--- config.mk ---
export PLATFORM = sky130hd
export DESIGN_NAME = tile_reset_sequencer
export DESIGN_NICKNAME = d
export VERILOG_FILES = /design/src/rtl/tile_reset_sequencer.sv
export SDC_FILE = /design/constraint.sdc
export NUM_CORES = 1
export LEC_CHECK = 0
export BUFFER_PORTS_ARGS = -buffer_cell sky130_fd_sc_hd__buf_2
export CORE_UTILIZATION = 40
export CTS_BUF_LIST = sky130_fd_sc_hd__clkbuf_4
export DETAILED_ROUTE_END_ITERATION = 6
export HOLD_SLACK_MARGIN = 0.12
export PLACE_DENSITY_LB_ADDON = 0.25
export SLEW_MARGIN = 20
export SYNTH_ARGS = -nofsm -noshare
export SYNTH_HDL_FRONTEND = slang
export SYNTH_SLANG_ARGS = --single-unit
--- constraint.sdc ---
create_clock -name clk_i -period 1.8 [get_ports clk_i]
set_clock_uncertainty 0.05 [all_clocks]
set_input_delay 0.09 -clock clk_i [delete_from_list [all_inputs] [get_ports clk_i]]
set_output_delay 0.09 -clock clk_i [all_outputs]
set_load 0.01 [all_outputs]
--- src/rtl/tile_reset_sequencer.sv ---
// Staggered per-tile reset sequencer: wake interval, in-order domain release, masked soft reset.
// Outputs lag rel_q by SYNC_STAGES edges; no backpressure, requests outside an idle RUN are dropped.
module tile_reset_sequencer #(
   parameter int NUM_DOMAINS    = 4,
   parameter int WAKE_CNT_WIDTH = 16,
   parameter int STAGGER_CYCLES = 8,
   parameter int HOLD_CYCLES    = 16,
   parameter int SYNC_STAGES    = 2
) (
   input  logic                   clk_i,
   input  logic                   reset_l,
   input  logic                   soft_rst_req_i,
   input  logic [NUM_DOMAINS-1:0] soft_rst_mask_i,
   output logic [NUM_DOMAINS-1:0] domain_rst_no,
   output logic                   all_released_o,
   output logic                   busy_o
);

   localparam int CNT_MAX = (STAGGER_CYCLES > HOLD_CYCLES) ? STAGGER_CYCLES : HOLD_CYCLES;
   localparam int CNT_W   = $clog2(CNT_MAX + 1);

   localparam logic [1:0] ST_WAKE    = 2'd0;
   localparam logic [1:0] ST_RELEASE = 2'd1;
   localparam logic [1:0] ST_RUN     = 2'd2;
   localparam logic [1:0] ST_HOLD    = 2'd3;

   localparam logic [WAKE_CNT_WIDTH-1:0] WAKE_LAST  = {1'b0, {(WAKE_CNT_WIDTH-1){1'b1}}};
   localparam logic [CNT_W-1:0]          STAGGER_LD = CNT_W'(STAGGER_CYCLES);
   localparam logic [CNT_W-1:0]          HOLD_LD    = CNT_W'(HOLD_CYCLES);
   localparam logic [CNT_W-1:0]          CNT_ONE    = CNT_W'(1);

   logic [1:0]                state_q, state_d;
   logic [WAKE_CNT_WIDTH-1:0] wake_cnt_q, wake_cnt_d;
   logic [CNT_W-1:0]          cnt_q, cnt_d;
   logic [NUM_DOMAINS-1:0]    rel_q, rel_d;
   logic [NUM_DOMAINS-1:0]    tgt_q, tgt_d;
   logic                      soft_pend_q, soft_pend_d;
   logic                      busy_q;

   logic [NUM_DOMAINS-1:0]    pending;
   logic [NUM_DOMAINS-1:0]    low_bit;
   logic                      last_bit;

   logic [NUM_DOMAINS-1:0]    sync_q [SYNC_STAGES];

   // Target bits not yet released; isolating the lowest one skips non-targets at no cost.
   always_comb begin
      pending  = tgt_q & ~rel_q;
      low_bit  = pending & (~pending + NUM_DOMAINS'(1));
      last_bit = ((pending & ~low_bit) == '0);
   end

   always_comb begin
      state_d     = state_q;
      wake_cnt_d  = wake_cnt_q;
      cnt_d       = cnt_q;
      rel_d       = rel_q;
      tgt_d       = tgt_q;
      soft_pend_d = soft_pend_q;

      if (!wake_cnt_q[WAKE_CNT_WIDTH-1]) begin
         wake_cnt_d = wake_cnt_q + WAKE_CNT_WIDTH'(1);
      end

      case (state_q)
         ST_WAKE: begin
            if (wake_cnt_q == WAKE_LAST) begin
               tgt_d    = '1;
               rel_d[0] = 1'b1;
               cnt_d    = STAGGER_LD;
               state_d  = (NUM_DOMAINS == 1) ? ST_RUN : ST_RELEASE;
            end
         end
         ST_RELEASE, ST_HOLD: begin
            if (cnt_q == CNT_ONE) begin
               rel_d   = rel_q | low_bit;
               cnt_d   = STAGGER_LD;
               state_d = last_bit ? ST_RUN : ST_RELEASE;
            end else begin
               cnt_d = cnt_q - CNT_ONE;
            end
         end
         default: begin
            // The request is only latched here; the clear happens one edge later.
            if (soft_pend_q) begin
               rel_d       = rel_q & ~tgt_q;
               cnt_d       = HOLD_LD;
               soft_pend_d = 1'b0;
               state_d     = ST_HOLD;
            end else if (soft_rst_req_i && (soft_rst_mask_i != '0)) begin
               tgt_d       = soft_rst_mask_i;
               soft_pend_d = 1'b1;
            end
         end
      endcase
   end

   always_ff @(posedge clk_i or negedge reset_l) begin
      if (!reset_l) begin
         state_q     <= ST_WAKE;
         wake_cnt_q  <= '0;
         cnt_q       <= '0;
         rel_q       <= '0;
         tgt_q       <= '0;
         soft_pend_q <= 1'b0;
         busy_q      <= 1'b1;
      end else begin
         state_q     <= state_d;
         wake_cnt_q  <= wake_cnt_d;
         cnt_q       <= cnt_d;
         rel_q       <= rel_d;
         tgt_q       <= tgt_d;
         soft_pend_q <= soft_pend_d;
         busy_q      <= (state_d != ST_RUN);
      end
   end

   always_ff @(posedge clk_i or negedge reset_l) begin
      if (!reset_l) begin
         for (int s = 0; s < SYNC_STAGES; s++) begin
            sync_q[s] <= '0;
         end
      end else begin
         sync_q[0] <= rel_q;
         for (int s = 1; s < SYNC_STAGES; s++) begin
            sync_q[s] <= sync_q[s-1];
         end
      end
   end

   assign domain_rst_no  = sync_q[SYNC_STAGES-1];
   assign all_released_o = &domain_rst_no;
   assign busy_o         = busy_q;

endmodule

==> reports/qor.yml, run 1 <==
route:
  drt_iter0_markers: 83
  postRouteAntennaNets: 0
  wire_per_inst_microns: 14.6
  drt_wl_total_microns: 3490
  vias: 1285
  viasPerCell: 5.38
  dr.pass1.iters: 4
  route.detailed.drc: 0
setup_path:
  crit_buf_inv: 1
  required_ns: 2.01
  path_cells: "ha_1, nor4b_2, and2_2, buf_4, a221o_1"
  r2r_cells: 5
  cp-end-kind: "flop"
  cp_top_family: "flip-flops"
  slowest_stage: "dfrtp_1"
  critical_path_depth: 5
  arrival_ns: 1.92
  path_class: "reg -> reg"
  cpPeakStageDelay_ns: 0.44
  critPathLaunchType: "flop"
  cp_max_fo: 5
floorplan:
  die_w_microns: 70.4
  rows: 24
  pin_count: 13
  die_h_microns: 70.4
  floorplan.initialDensity_pct: 42.3
  dieArea_sq_mm: 0.00495
  core_sq_mm: 0.00441
layout:
  fin_nets: 196
  final_util_pct: 48.0
  drive_above_1_share_pct: 19.3
  antenna_cells: 0
  area_growth_pct: 13.3
clocking:
  clock_path_buffers: 2
  clk_pin_slew_worst_paths_ns: 0.13
  clock_tree.htree_level_count: 2
  cts_buffers: 5
  cts_tree: "done"
  post_cts_buffers: 0
  insertion_delay_ns: 0.36
  cts.sinks: 41
  cts_root_buf: "clkbuf_4"
synthesis:
  yosysMostFrequentCell: "dfrtp_1"
  syn_inst: 164
  ys.flop_type: "dfrtp_1"
  synth_nets: 174
  synth_top_family_by_area: "simple AND/OR/NAND/NOR gates"
  syn_area_per_cell_sq_um: 11.4
  yosys.area.top_type_share_pct: 53.5
  async_flop_share_pct: 100
  ys_warn_count: 0
  synthAdderAreaFrac_pct: 2.01
  yosys.area.top_type: "dfrtp_1"
  mappedNetlistArea_sq_mm: 0.00187
  synth_compound_area_share_pct: 12.4
  synth-seq-cells: 41
  synthSimpleGateAreaFrac_pct: 18.1
  ys_top_cells_by_area: "dfrtp_1, xnor2_1, xor2_1"
  synth-seq-area-share_pct: 55.0
  synth-xor-area-share_pct: 6.56
  synth_common_cells: "dfrtp_1, a21oi_1, nand2_1, nor2_1, inv_1"
  synth_edf_count: 0
  synthMuxAreaShare_pct: 1.74
  yosysUniqueCellTypes: 45
grt:
  grt_max_degree: 42
  grt_use_total_pct: 15.8
  grt_pass1_wl_microns: 6020
  antenna_found_initial: 0
  grt-ovfl-total: 0
  grt_pass1_vias: 1297
sta:
  final-max-slew-violation-count: 0
  timing.setup.tns_ns: 0
  timing.fmax_ghz: 0.588
  whs_ns: 0.146
  setup_viol: 0
  slew_headroom_pct: 66.0
  tightest_slew_ns: 0.511
  post-route-period-util_pct: 94.6
  rsz0062_at_grt: "false"
  fin_crit_ns: 1.70
  final_hold_viol_count: 0
placement:
  dpl.hpwl_microns: 2450
  numPortBuffers: 12
  place_congestion: 0.938
pwr:
  p_clk_share_pct: 38.2
  pwr-share-comb_pct: 3.2
  power.internal_mw: 1.23
  power_switching_mw: 0.356
  vdd.ir_drop.worst_mv: 0.325
  p_sw_share_pct: 22.4
  p_leak_nw: 0.992
  pwr-share-seq_pct: 58.7
  power.density_mw_per_mm2: 750
worst_hold_path:
  hold_path.class: "in -> reg"
  hold_depth: 4
run_status:
  status: "complete, no violations"
run:
  maxCapViolations: 0
## final timing paths
| check | endpoint | startpoint | slack, ns |
|---|---|---|---|
| setup reg to reg | rel_q[0]$_DFFE_PN0P_ | cnt_q[0]$_DFFE_PN0P_ | 0.1 |
| min in group asynchronous | sync_q[4]$_DFF_PN0_ | reset_l | 0.26 |
| hold / removal | soft_pend_q$_DFFE_PN0P_ | soft_rst_req_i | 0.15 |
| hold reg to reg | domain_rst_no[1]$_DFF_PN0_ | sync_q[5]$_DFF_PN0_ | 0.31 |
| setup / recovery | rel_q[0]$_DFFE_PN0P_ | cnt_q[0]$_DFFE_PN0P_ | 0.1 |
| max in group asynchronous | busy_o$_DFF_PN1_ | reset_l | 1.08 |
## layer usage
| metal | wire (microns) | up-vias | share of wire (%) | global-route usage [%] |
|---|---|---|---|---|
| met3 | 124 | 7 | 3.6 | 4.33 |
| li1 | - | 623 | - | - |
| met2 | 1690 | 21 | 48 | 25.2 |
| met4 | 61 | 0 | 1.7 | 7.33 |
| met5 | 0 | - | 0 | 0 |
| met1 | 1620 | 634 | 46 | 19.7 |
## power by group through the flow
stage	sequential (mW)	combinational [mW]	clock (mW)
after CTS	0.933	0.0516	0.619
final	0.933	0.0501	0.607
after global routing	0.934	0.0571	0.659
after floorplan	0.948	0.0134	0
after detailed placement	0.950	0.0431	0
after global placement	0.950	0.0414	0
## through the flow
| stage | total power [mW] | area [sq um] | std cells | worst slack (ns) |
|---|---|---|---|---|
| after global placement | 0.991 | 1990 | 226 | 0.120 |
| after global routing | 1.65 | 2120 | 239 | 0.0235 |
| final | 1.59 | 2120 | 239 | 0.0979 |
| after detailed placement | 0.993 | 1990 | 226 | 0.0363 |
| after CTS | 1.60 | 2120 | 239 | 0.0180 |
| after floorplan | 0.962 | 1870 | 164 | 0.182 |
## sequential cells by signal, indices dropped and copies added (netlist names)
signal / cells
cnt_q: 5
domain_rst_no: 4
busy_o: 1
rel_q: 4
soft_pend_q: 1
wake_cnt_q: 16
sync_q: 4
state_q: 2
tgt_q: 4
## area by class of cell
class,instances,area [sq um]
Inverter,9,33.8
Clock buffer,5,37.5
Sequential cell,41,1030
Clock inverter,3,41.3
Fill cell,398,2300
Tap cell,52,65.1
Timing Repair Buffer,22,148
Multi-Input combinational cell,107,766
## worst min-delay path, stage by stage
cell and delay [ns]:
buf_2 0.10, o41ai_1 0.07, or4_1 0.21, nand2_1 0.08
## timing repair
| item | in CTS | in global routing |
|---|---|---|
| endpoints found under the hold margin | 45 | 0 |
| gates resized for setup | 0 | 3 |
| hold buffers | 5 | 0 |
| endpoints found under the setup margin | 0 | 15 |
## placed cells by master, fill, tap and decap left out, types with 3 or more instances in the layout
cell type      Yosys  routed
xnor2_1            7       7
nor2b_1            5       5
buf_2              0      12
ha_1               3       3
nor2_1            10      10
o22ai_1            5       5
dfrtp_1           40      40
clkbuf_4           0       5
xor2_1             7       7
nand2_1           10      10
inv_1              9       9
dlygate4sd3_1      0       5
nand3_1            6       6
a21oi_1           10      10
nor3_1             3       3
o21ai_0            6       6
buf_4              5       5
## logic make-up after synthesis
| family | after synthesis |
|---|---|
| multiplexers | 3 |
| AO/OA/AOI/OAI | 36 |
| buffers and inverters | 16 |
| flip-flops | 41 |
| XOR/XNOR | 14 |
| adder cells (fa/ha/maj) | 3 |
| AND/OR/NAND/NOR | 51 |
Power figures use the tool's default switching activity.
==> run 2, diff against run 1 <==
--- a/config.mk
+++ b/config.mk
@@ -6,7 +6,9 @@
 export NUM_CORES = 1
 export LEC_CHECK = 0
+export ABC_CLOCK_PERIOD_IN_PS = 1800
 export BUFFER_PORTS_ARGS = -buffer_cell sky130_fd_sc_hd__buf_2
 export CORE_UTILIZATION = 40
 export CTS_BUF_LIST = sky130_fd_sc_hd__clkbuf_4
+export CTS_CLUSTER_DIAMETER = 60
 export DETAILED_ROUTE_END_ITERATION = 6
 export HOLD_SLACK_MARGIN = 0.12
==> constraint.sdc (replaced) <==
create_clock -name clk_i -period 1.8 [get_ports clk_i]
set_clock_uncertainty 0.05 [all_clocks]
set_input_delay 0.36 -clock clk_i [delete_from_list [all_inputs] [get_ports clk_i]]
set_output_delay 0.36 -clock clk_i [all_outputs]
set_load 0.01 [all_outputs]
==> run 2 against run 1 <==
Fmax rose by 1.1%; cell count down 0.84%; worst setup slack improved by 0.018 ns; highest routed layer unchanged.
==> reports/qor.yml, run 2 (synthesis results as in run 1) <==
run_status:
  status: "complete, no violations"
route:
  postRouteAntennaNets: 0
  drt_iter0_markers: 113
  dr.pass1.iters: 4
  viasPerCell: 5.45
  highest_layer: "met4"
  vias: 1292
  route.detailed.drc: 0
  wire_per_inst_microns: 14.2
  wl_met2_microns: 1580
  drt-met1-wl_microns: 1600
  drt_wl_total_microns: 3370
  routed-wl-met3_microns: 122
sta:
  rsz0062_at_grt: "false"
  slew_headroom_pct: 67.1
  fin_crit_ns: 1.68
  tightest_slew_ns: 0.494
  final-max-slew-violation-count: 0
  setup_ws_ns: 0.116
  timing.setup.tns_ns: 0
  timing.fmax_ghz: 0.594
  final_hold_viol_count: 0
  post-route-period-util_pct: 93.6
  setup_viol: 0
pwr:
  power.internal_mw: 1.24
  p_leak_nw: 0.990
  power_switching_mw: 0.358
  vdd.ir_drop.worst_mv: 0.326
  p_clk_share_pct: 38.7
  p_sw_share_pct: 22.4
  pwr-share-comb_pct: 2.8
  power.density_mw_per_mm2: 756
  pwr-share-seq_pct: 58.5
floorplan:
  die_w_microns: 70.4
  pin_count: 13
  core_sq_mm: 0.00441
  floorplan.initialDensity_pct: 42.3
  die_h_microns: 70.4
  rows: 24
  dieArea_sq_mm: 0.00495
layout:
  mostFrequentLayoutCells: "dfrtp_1, buf_2, nand2_1, nor2_1, a21oi_1"
  final_common_cell: "dfrtp_1"
  fin_nets: 194
  area_growth_pct: 12.8
  top_register: "wake_cnt_q"
  largest_reg_flops: 16
  drive_above_1_share_pct: 22.2
  antenna_cells: 0
  largestRegisters: "wake_cnt_q: 16 flops, cnt_q: 5 flops"
grt:
  grt_pass1_wl_microns: 6090
  grt-ovfl-total: 0
  grt_pass1_vias: 1325
  grt_max_degree: 24
  grt_use_total_pct: 15.9
  antenna_found_initial: 0
setup_path:
  arrival_ns: 1.90
  required_ns: 2.02
  critPathLaunchType: "flop"
  cpPeakStageDelay_ns: 0.45
  path_cells: "ha_1, nor4b_2, and2_2, buf_4, a221o_1"
  reg2reg_slack_ns: 0.12
  path_class: "reg -> reg"
  r2r_start: "cnt_q[0]$_DFFE_PN0P_"
  startpoint: "cnt_q[0]$_DFFE_PN0P_"
  slowest_stage: "dfrtp_1"
  cp-end-kind: "flop"
  cp_max_fo: 5
run:
  maxCapViolations: 0
placement:
  dpl.hpwl_microns: 2450
  dp_slack_ns: 0.0698
  place_congestion: 0.946
  numPortBuffers: 12
worst_hold_path:
  hold_path.class: "in -> reg"
  min_from: "soft_rst_mask_i[0]"
clocking:
  cts_buffers: 5
  cts_tree: "done"
  cts_root_buf: "clkbuf_4"
  clock_path_buffers: 2
  clk_pin_slew_worst_paths_ns: 0.14
  clock_tree.htree_level_count: 2
  cts.sinks: 41
  insertion_delay_ns: 0.36
## run 2: changes by cell type in the layout (fill, tap and decap cells not counted)
cell,delta
buf_4,+2
clkinv_1,-1
clkinv_4,+1
dlygate4sd3_1,-4
nor3b_1,-2
nor3b_2,+2
## run 2: path summary, 6_finish.rpt
path                            cells after the start                    endpoint
worst min-delay path                                3        tgt_q[0]$_DFFE_PN0P_
min in group asynchronous                           2        rel_q[1]$_DFFE_PN0P_
max in group asynchronous                           3        cnt_q[4]$_DFFE_PN0P_
worst max-delay path                                5        rel_q[0]$_DFFE_PN0P_
worst min register to register                      0  domain_rst_no[0]$_DFF_PN0_
worst max register to register                      5        rel_q[0]$_DFFE_PN0P_
## run 2: routing by layer
metal	vias up	global-route usage [%]
met5	-	0
met4	0	6.67
met3	9	4.33
met2	24	25.3
met1	639	20.2
li1	620	-
## run 2: power groups by stage
stage | combinational [mW] | clock (mW) | sequential [mW]
after floorplan | 0.0134 | 0 | 0.948
after global placement | 0.0431 | 0 | 0.950
after detailed placement | 0.0447 | 0 | 0.950
after CTS | 0.0467 | 0.627 | 0.933
after global routing | 0.0521 | 0.672 | 0.934
final | 0.0451 | 0.616 | 0.933
## run 2: area by class of cell
| class | count | area [sq um] |
|---|---|---|
| inverter | 9 | 33.8 |
| tap | 52 | 65.1 |
| clock inverter | 3 | 46.3 |
| clock buffer | 5 | 37.5 |
| sequential | 41 | 1030 |
| timing repair buffer | 20 | 123 |
| multi-input combinational | 107 | 776 |
| fill | 403 | 2310 |
## run 2: worst max-delay path: cells and delay by family (launching register included)
family / cells / cell delay, ns
adders and majority gates: 1 / 0.22
DFF: 1 / 0.45
and+or+nand+nor: 2 / 0.40
AOI/OAI and AO/OA: 1 / 0.33
buffers and inverters: 1 / 0.14
## run 2: timing repair
| item | in CTS | in global routing |
|---|---|---|
| setup buffers | 0 | 1 |
| endpoints found under the hold margin | 20 | 0 |
| resized for setup | 0 | 5 |
| endpoints found under the setup margin | 0 | 12 |
| hold buffers | 1 | 0 |
## run 2: through the flow
| stage | instance area, sq um | power (mW) | utilization [%] | hold slack (ns) | instances |
|---|---|---|---|---|---|
| floorplan | 1870 | 0.962 | - | 0.0144 | 164 |
| global placement | 1990 | 0.993 | 45.2 | 0.287 | 227 |
| detailed placement | 1990 | 0.995 | 45.2 | 0.287 | 227 |
| CTS | 2090 | 1.61 | 47.3 | 0.226 | 236 |
| global route | 2110 | 1.66 | 47.8 | 0.227 | 237 |
| finish | 2110 | 1.59 | 47.8 | 0.234 | 237 |
